### config.mk
export PLATFORM = sky130hd
export DESIGN_NAME = out_wb_ctrl
export DESIGN_NICKNAME = d
export VERILOG_FILES = /design/src/rtl/out_wb_ctrl.sv
export SDC_FILE = /design/constraint.sdc
export NUM_CORES = 1
export LEC_CHECK = 0
export BUFFER_PORTS_ARGS = -buffer_cell sky130_fd_sc_hd__buf_2
export CAP_MARGIN = 20
export CORE_ASPECT_RATIO = 0.7
export CORE_MARGIN = 4
export CORE_UTILIZATION = 30
export CTS_CLUSTER_SIZE = 24
export DETAILED_ROUTE_END_ITERATION = 10
export HOLD_SLACK_MARGIN = 0.06
export PLACE_DENSITY = 0.58
export SYNTH_ARGS = -nofsm -noshare
export SYNTH_HDL_FRONTEND = slang
export SYNTH_SLANG_ARGS = --single-unit
### constraint.sdc
create_clock -name clk -period 2.65 [get_ports clk]
set_clock_uncertainty 0.05 [all_clocks]
set_input_delay 0.3975 -clock clk [delete_from_list [all_inputs] [get_ports clk]]
set_output_delay 0.3975 -clock clk [all_outputs]
set_load 0.01 [all_outputs]
### src/rtl/out_wb_ctrl.sv
// Output write-back controller: drains the PE output FIFO into output BRAM,
// pairing each popped word with the address-generator output current at the pop.
module out_wb_ctrl #(
    parameter int unsigned BRAM_ADDR_BIT  = 32,
    parameter int unsigned NO_ENTRY_BIT   = 16,
    parameter int unsigned NO_CHANNEL_BIT = 11,
    parameter int unsigned NO_PASS_BIT    = 8,
    parameter int unsigned DATA_BIT       = 32
) (
    input  logic                      clk,
    input  logic                      rst,
    input  logic                      start,
    input  logic [NO_ENTRY_BIT-1:0]   no_entry,
    input  logic [NO_CHANNEL_BIT-1:0] no_channel,
    input  logic [NO_PASS_BIT-1:0]    no_pass,
    input  logic                      ff_empty,
    input  logic [DATA_BIT-1:0]       ff_dout,
    output logic                      ff_ren,
    output logic                      addr_rst,
    output logic                      addr_inc,
    input  logic [BRAM_ADDR_BIT-1:0]  gen_addr,
    output logic                      bram_en,
    output logic                      bram_we,
    output logic [BRAM_ADDR_BIT-1:0]  bram_addr,
    output logic [DATA_BIT-1:0]       bram_din,
    output logic                      busy,
    output logic                      done
);

    typedef enum logic [2:0] {
        S_IDLE  = 3'd0,
        S_CLEAR = 3'd1,
        S_RUN   = 3'd2,
        S_DRAIN = 3'd3,
        S_DONE  = 3'd4
    } state_t;

    state_t r_state;
    state_t w_next;

    logic [NO_ENTRY_BIT-1:0]   r_no_entry;
    logic [NO_CHANNEL_BIT-1:0] r_no_channel;
    logic [NO_PASS_BIT-1:0]    r_no_pass;
    logic [NO_ENTRY_BIT-1:0]   r_ent;
    logic [NO_CHANNEL_BIT-1:0] r_ch;
    logic [NO_PASS_BIT-1:0]    r_pass;

    logic                      r_v1;
    logic [BRAM_ADDR_BIT-1:0]  r_addr_q;
    logic                      r_bram_we;
    logic [BRAM_ADDR_BIT-1:0]  r_bram_addr;
    logic [DATA_BIT-1:0]       r_bram_din;
    logic                      r_addr_rst;
    logic                      r_busy;
    logic                      r_done;

    logic w_ren;
    logic w_ent_wrap;
    logic w_ch_wrap;
    logic w_last;
    logic w_zero;

    assign w_ent_wrap = (r_ent == r_no_entry - NO_ENTRY_BIT'(1));
    assign w_ch_wrap  = (r_ch == r_no_channel - NO_CHANNEL_BIT'(1));
    assign w_last     = w_ent_wrap && w_ch_wrap && (r_pass == r_no_pass - NO_PASS_BIT'(1));
    assign w_zero     = (r_no_entry == '0) || (r_no_channel == '0) || (r_no_pass == '0);

    // State register
    always_ff @(posedge clk) begin
        if (rst) r_state <= S_IDLE;
        else     r_state <= w_next;
    end

    // Next-state logic
    always_comb begin
        w_next = r_state;
        case (r_state)
            S_IDLE:  if (start) w_next = S_CLEAR;
            S_CLEAR: w_next = w_zero ? S_DONE : S_RUN;
            S_RUN:   if (w_ren && w_last) w_next = S_DRAIN;
            S_DRAIN: if (!r_v1) w_next = S_DONE;
            S_DONE:  w_next = S_IDLE;
            default: w_next = S_IDLE;
        endcase
    end

    // FIFO pop is combinational so a word can be taken every cycle
    always_comb begin
        w_ren = 1'b0;
        if (r_state == S_RUN && !ff_empty) w_ren = 1'b1;
    end

    // Config latch and nested entry/channel/pass pop counters
    always_ff @(posedge clk) begin
        if (rst) begin
            r_no_entry   <= '0;
            r_no_channel <= '0;
            r_no_pass    <= '0;
            r_ent        <= '0;
            r_ch         <= '0;
            r_pass       <= '0;
        end else begin
            if (r_state == S_IDLE && start) begin
                r_no_entry   <= no_entry;
                r_no_channel <= no_channel;
                r_no_pass    <= no_pass;
            end
            if (r_state == S_CLEAR) begin
                r_ent  <= '0;
                r_ch   <= '0;
                r_pass <= '0;
            end else if (w_ren) begin
                if (!w_ent_wrap) begin
                    r_ent <= r_ent + NO_ENTRY_BIT'(1);
                end else begin
                    r_ent <= '0;
                    if (!w_ch_wrap) begin
                        r_ch <= r_ch + NO_CHANNEL_BIT'(1);
                    end else begin
                        r_ch   <= '0;
                        r_pass <= r_pass + NO_PASS_BIT'(1);
                    end
                end
            end
        end
    end

    // Two-stage write pipeline: capture address at pop, write when data arrives
    always_ff @(posedge clk) begin
        if (rst) begin
            r_v1        <= 1'b0;
            r_addr_q    <= '0;
            r_bram_we   <= 1'b0;
            r_bram_addr <= '0;
            r_bram_din  <= '0;
        end else begin
            r_v1      <= w_ren;
            r_bram_we <= r_v1;
            if (w_ren) r_addr_q <= gen_addr;
            if (r_v1) begin
                r_bram_addr <= r_addr_q;
                r_bram_din  <= ff_dout;
            end
        end
    end

    // Status strobes registered from the upcoming state
    always_ff @(posedge clk) begin
        if (rst) begin
            r_addr_rst <= 1'b0;
            r_busy     <= 1'b0;
            r_done     <= 1'b0;
        end else begin
            r_addr_rst <= (w_next == S_CLEAR);
            r_busy     <= (w_next == S_CLEAR) || (w_next == S_RUN) || (w_next == S_DRAIN);
            r_done     <= (w_next == S_DONE);
        end
    end

    assign ff_ren    = w_ren;
    assign addr_inc  = w_ren;
    assign addr_rst  = r_addr_rst;
    assign bram_en   = r_bram_we;
    assign bram_we   = r_bram_we;
    assign bram_addr = r_bram_addr;
    assign bram_din  = r_bram_din;
    assign busy      = r_busy;
    assign done      = r_done;

endmodule

# Yosys cells after proc, flatten, opt, wreduce, memory -nomap -nowiden
# Cells that the tools add are included.
dict set report totals {
  register_bits 174
  word_cells 56
}
dict set report classes {
  eq_ne 10
  n_addsub 6
  n_reduce_logical 17
  mux 8
}
# cell count
set op_table {}
lappend op_table {{16-bit by 1-bit adder with 16-bit output (second input constant)} 1}
lappend op_table {{16-bit == test} 1}
lappend op_table {{16-bit logical NOT} 1}
lappend op_table {{16-bit 2-to-1 mux} 1}
lappend op_table {{16-bit by 1-bit subtractor with 16-bit output (second input constant)} 1}
lappend op_table {{3-bit by 2-bit == test with 1-bit output (second input constant)} 4}
lappend op_table {{3-bit 2-to-1 mux} 4}
lappend op_table {{3-bit case mux with 4 select lines} 1}
lappend op_table {{11-bit by 1-bit adder with 11-bit output (second input constant)} 1}
lappend op_table {{11-bit == test} 1}
lappend op_table {{11-bit logical NOT} 1}
lappend op_table {{11-bit 2-to-1 mux} 1}
lappend op_table {{11-bit by 1-bit subtractor with 11-bit output (second input constant)} 1}
lappend op_table {{8-bit by 1-bit adder with 8-bit output (second input constant)} 1}
lappend op_table {{8-bit == test} 1}
lappend op_table {{8-bit logical NOT} 1}
lappend op_table {{8-bit by 1-bit subtractor with 8-bit output (second input constant)} 1}
lappend op_table {{3-bit by 1-bit == test with 1-bit output (second input constant)} 2}
lappend op_table {{1-bit logical AND} 5}
lappend op_table {{1-bit logical OR} 4}
lappend op_table {{3-bit == test (second input constant)} 1}
lappend op_table {{3-bit logical NOT} 1}
lappend op_table {{3-bit AND reduction} 1}
lappend op_table {{2-bit AND reduction} 1}
lappend op_table {{3 further kinds} 3}

# Depth between registers and ports, before layout
dict set report depth {
  ltp_word 10
  mapped_depth 13
  depth_no_buf 9
}

# Worst setup path after synthesis
# No wires, ideal clock.
dict set report synth_timing {
  kind {flip-flop to flip-flop}
  startpoint {reg r_no_entry[0]}
  endpoint {reg r_ch[5]}
  path_stages_with_launch 13
  required_time_ps 2528
  period_less_slack_ps 2689
  t_arrival_ps 2567
  setup_time_ps 72
  setup_slack_ps -39
  cell_sequence {dfxtp_1 > buf_2 > inv_1 > ha_1 > clkbuf_1 > nor3b_1 > nand4_1 > xnor2_1 > nor4b_2 > nand4b_1 > buf_2 > or4_1 > a21oi_1}
}
dict set report synth_between {
  elab_chain_len 3
}
# item line
set synth_lines {}
lappend synth_lines {{start: declaration} 41} ;# logic [NO_ENTRY_BIT-1:0] r_no_entry;
lappend synth_lines {{start signal: assignment} 104} ;# r_no_entry <= no_entry;
lappend synth_lines {{16-bit by 1-bit subtractor with 16-bit output} 63} ;# assign w_ent_wrap = (r_ent == r_no_entry - NO_ENTRY_BIT'(1));
lappend synth_lines {{16-bit == test} 63}
lappend synth_lines {{2-bit AND reduction (no line)} n/a}
lappend synth_lines {{end signal: assignment} 118} ;# r_ch <= r_ch + NO_CHANNEL_BIT'(1);
lappend synth_lines {{end: declaration} 45} ;# logic [NO_CHANNEL_BIT-1:0] r_ch;
# Every way passes these cells.
# A chain may end at the register's enable or synchronous reset.

# Worst setup path after layout
dict set report layout_timing {
  startpoint {reg r_no_channel[0]}
  endpoint {reg r_pass[0]}
}
dict set report layout_between {
  elab_chain_len 3
}
# item line
set layout_lines {}
lappend layout_lines {{start: declaration} 42} ;# logic [NO_CHANNEL_BIT-1:0] r_no_channel;
lappend layout_lines {{start signal: assignment} 105} ;# r_no_channel <= no_channel;
lappend layout_lines {{11-bit by 1-bit subtractor with 11-bit output} 64} ;# assign w_ch_wrap = (r_ch == r_no_channel - NO_CHANNEL_BIT'(1));
lappend layout_lines {{11-bit == test} 64}
lappend layout_lines {{3-bit AND reduction (no line)} n/a}
lappend layout_lines {{end signal: assignment} 121} ;# r_pass <= r_pass + NO_PASS_BIT'(1);
lappend layout_lines {{end: declaration} 46} ;# logic [NO_PASS_BIT-1:0] r_pass;
# Every way passes these cells.

==> results.json <==
{
  "power.share.sequential": 0.445,
  "fin_crit_ns": 2.67,
  "yosys.area_share.xor_xnor": 0.0651,
  "numCtsBuffers": 17,
  "r2r-start": "r_no_channel[0]$_SDFFE_PP0P_",
  "placement.setup.worst_slack_ns": -0.156,
  "async_flop_share": 0,
  "setup_repair_after_global_routing_missed_its_margin": "yes",
  "cts-htree-levels": 4,
  "core_area_um2": 25000,
  "ctsLongestPathBuffers": 2,
  "global_router_s_overall_resource_usage": 0.151,
  "cellPowerDensity_nw_per_um2": 616,
  "finish.net_count": 1229,
  "routed_via_density": 4.83,
  "power.share.switching": 0.288,
  "worst_hold_path_type": "input port to flop",
  "slack_of_the_worst_reg_to_reg_path_ns": -0.02,
  "place_hpwl_um": 15100,
  "clock_tree.root_cell": "sky130_fd_sc_hd__clkbuf_16",
  "overflow": 0,
  "synthCells": 923,
  "top_area_cells_in_the_synthesized_netlist": "sky130_fd_sc_hd__dfxtp_1 45%, sky130_fd_sc_hd__mux2i_1 9.4%, sky130_fd_sc_hd__nand2_1 7.8%",
  "synth_compound_area_frac": 0.104,
  "finalSetupViolCount": 1,
  "finalMaxSlewViolations": 0,
  "achievable-frequency_mhz": 374,
  "detailedRoute.firstPassIterationCount": 5,
  "power_leakage_nw": 4.06,
  "yosys_register_bits": 174,
  "grt_start_max_net_pins": 145,
  "power.ir.vdd_worst_mv": 0.424,
  "syn-mean-instance-area_um2": 8.39,
  "status": "finished with violations",
  "hp-start": "no_channel[4]",
  "power_frac_comb": 0.164,
  "critical_path_required_ns": 2.97,
  "yosys.area_share.simple": 0.238,
  "post_synth_adder_cell_area": 0.00970,
  "whs_endpoint": "r_no_channel[4]$_SDFFE_PP0P_",
  "route.final.wire_length_um": 21500,
  "yosys_most_used_dff": "sky130_fd_sc_hd__dfxtp_1",
  "holdWs_ns": 0.146,
  "terminus_of_the_critical_flop_to_flop_path": "r_pass[0]$_SDFFE_PP0P_",
  "initialDrtViolationCount": 368,
  "yosysTopAreaCell": "sky130_fd_sc_hd__dfxtp_1",
  "synth_nets": 1032,
  "drtAntennaViolNets": 0,
  "initial_core_util": 0.309,
  "multiplexer_area_fraction_after_synthesis": 0.0944,
  "post_synth_instance_area_um2": 7740,
  "max-cap-violations": 0,
  "holdPathStages": 3,
  "post-route-worst-setup-slack_ns": -0.0222,
  "area_delta_synth_final_pct": 30.6,
  "drt_drc_violations_left": 0,
  "worst_ep_arrival_time_ns": 2.99,
  "place.port_buffers": 173,
  "power.net_switching_mw": 1.80,
  "chipHeight_um": 142,
  "post_synth_num_cell_types": 53,
  "max_slew.worst_pin.slew_ns": 0.708,
  "hold_viol": 0,
  "grt_first_pass_wirelength_um": 34800,
  "grt_pass1_vias": 6729,
  "routed_wire_length_per_instance_um": 14.8,
  "worstRegToRegCells": 10,
  "final_layout_size_suffix_gt1_frac": 0.280,
  "utilization": 0.404,
  "crit_path_start_kind": "flop",
  "crit_type": "flop to flop",
  "design.die.area_um2": 28500,
  "share_clk_of_total_power": 0.392,
  "placed_cell_area_um2": 9280,
  "cts_tree": "yes",
  "io_pins": 174,
  "n_diodes": 0,
  "synth_top_area_share": 0.450,
  "finish.instance_area_um2": 10100,
  "fin_crit_sh": 1.01,
  "synth.most_common_cell": "sky130_fd_sc_hd__dfxtp_1",
  "synth-edff-count": 0,
  "path_clk_slew_ns": 0.08,
  "num_vias": 7042,
  "placementRows": 48,
  "insertion_delay_ns": 0.43,
  "fp.dieW_um": 200,
  "synth_top_family_by_area": "simple AND/OR/NAND/NOR gates",
  "gpl.final_weighted_congestion": 0.855,
  "yosys_warnings": 0,
  "cellInternalPower_mw": 4.43,
  "yosys-top-cells-count": "174 x sky130_fd_sc_hd__dfxtp_1, 160 x sky130_fd_sc_hd__nand2_1, 112 x sky130_fd_sc_hd__nor2_1",
  "max_slew_margin": 0.526,
  "seq_area_frac_synth": 0.450,
  "timing.critical_path.fanout_max": 5,
  "worst_setup_path_end_kind": "flop",
  "grt_antenna_before_repair": 0,
  "clock-sinks": 174,
  "violations_in_the_final_reports": "negative setup slack"
}
## worst max-delay path, cell delays in order, from the launching register on
cell and delay, ns:
sky130_fd_sc_hd__dfxtp_1 0.33, sky130_fd_sc_hd__inv_1 0.06, sky130_fd_sc_hd__ha_1 0.22, sky130_fd_sc_hd__nor2b_2 0.18, sky130_fd_sc_hd__a21bo_2 0.23, sky130_fd_sc_hd__a211oi_2 0.21
sky130_fd_sc_hd__a211oi_2 0.10, sky130_fd_sc_hd__or4_4 0.56, sky130_fd_sc_hd__buf_6 0.16, sky130_fd_sc_hd__or3_4 0.36, sky130_fd_sc_hd__a21oi_2 0.14
## power groups by stage
stage	logic, mW	registers [mW]	clock network (mW)
2_1_floorplan	0.580	2.80	0
3_3_place_gp	0.948	2.82	0
3_5_place_dp	0.953	2.82	0
4_1_cts	0.978	2.77	2.53
5_1_grt	1.13	2.78	2.64
6_report	1.02	2.77	2.44
## registers in the layout, summed over array words and instances, names as in the netlist
register and count:
bram_addr 32, r_no_entry 16, bram_din 32, r_ent 16
r_ch 11, r_pass 8, r_v1 1, done 1
r_state 3, r_addr_q 32, bram_en 1, addr_rst 1
r_no_pass 8, r_no_channel 11, busy 1
## how the worst max path moves through the flow
stage	start	to	slack [ns]
final	r_no_channel[0]$_SDFFE_PP0P_	r_pass[0]$_SDFFE_PP0P_	-0.02
after floorplan	r_no_channel[0]$_SDFFE_PP0P_	r_pass[5]$_SDFFE_PP0P_	0.02
after global placement	r_no_entry[0]$_SDFFE_PP0P_	r_ch[3]$_SDFFE_PP0P_	-0.08
after CTS	r_no_entry[1]$_SDFFE_PP0P_	r_ch[7]$_SDFFE_PP0P_	-0.02
after detailed placement	r_no_entry[0]$_SDFFE_PP0P_	r_pass[5]$_SDFFE_PP0P_	-0.16
after global routing	r_no_channel[2]$_SDFFE_PP0P_	r_pass[0]$_SDFFE_PP0P_	-0.12
## metrics by stage
step	cells	total power [mW]	TNS, ns
after detailed placement	1419	3.78	-1.66
after CTS	1455	6.27	-0.0400
after floorplan	923	3.38	0
after global placement	1419	3.77	-0.350
final	1458	6.23	-0.0222
after global routing	1458	6.55	-1.18
## kinds of logic (layout without fill, tap and decap cells)
family | count (synthesis) | after routing
buf+inv | 75 | 285
simple gates | 399 | 399
flops | 174 | 174
compound gates | 140 | 140
xor+xnor | 56 | 56
fa+ha+maj | 6 | 6
mux | 73 | 73
## placed cells by master, fill, tap and decap left out, types with 14 or more instances in the layout
| master | count |
|---|---|
| sky130_fd_sc_hd__buf_2 | 173 |
| sky130_fd_sc_hd__dfxtp_1 | 169 |
| sky130_fd_sc_hd__nand2_1 | 160 |
| sky130_fd_sc_hd__nor2_1 | 111 |
| sky130_fd_sc_hd__a21oi_1 | 82 |
| sky130_fd_sc_hd__mux2i_1 | 73 |
| sky130_fd_sc_hd__buf_4 | 55 |
| sky130_fd_sc_hd__xor2_1 | 27 |
| sky130_fd_sc_hd__xnor2_1 | 27 |
| sky130_fd_sc_hd__nand3_1 | 23 |
| sky130_fd_sc_hd__or3_1 | 19 |
| sky130_fd_sc_hd__clkbuf_16 | 17 |
| sky130_fd_sc_hd__nand4_1 | 16 |
| sky130_fd_sc_hd__o21ai_0 | 15 |
| sky130_fd_sc_hd__inv_1 | 14 |
## per-layer routing
metal	vias to the layer above	wire length, µm	global-route usage
li1	3557	-	-
met1	3283	10900	0.219
met2	190	8940	0.219
met3	12	1460	0.0483
met4	0	238	0.0354
met5	-	0	0
## area by class of cell
type / instances / area, µm²
clock buffer: 18 / 439
timing repair buffer: 239 / 1440
inverter: 14 / 52.6
multi-input combinational: 674 / 4150
fill: 2534 / 14900
clock inverter: 14 / 121
tap: 325 / 407
sequential: 174 / 3500
## what timing repair did
action | CTS | global route
buffers inserted | 2 | 3
endpoints found under the setup margin | 17 | 35
hold buffers | 0 | 0
pin swaps | 10 | 15
gates resized for setup | 19 | 31
gates cloned | 2 | 0
Power figures use the tool's default switching activity.
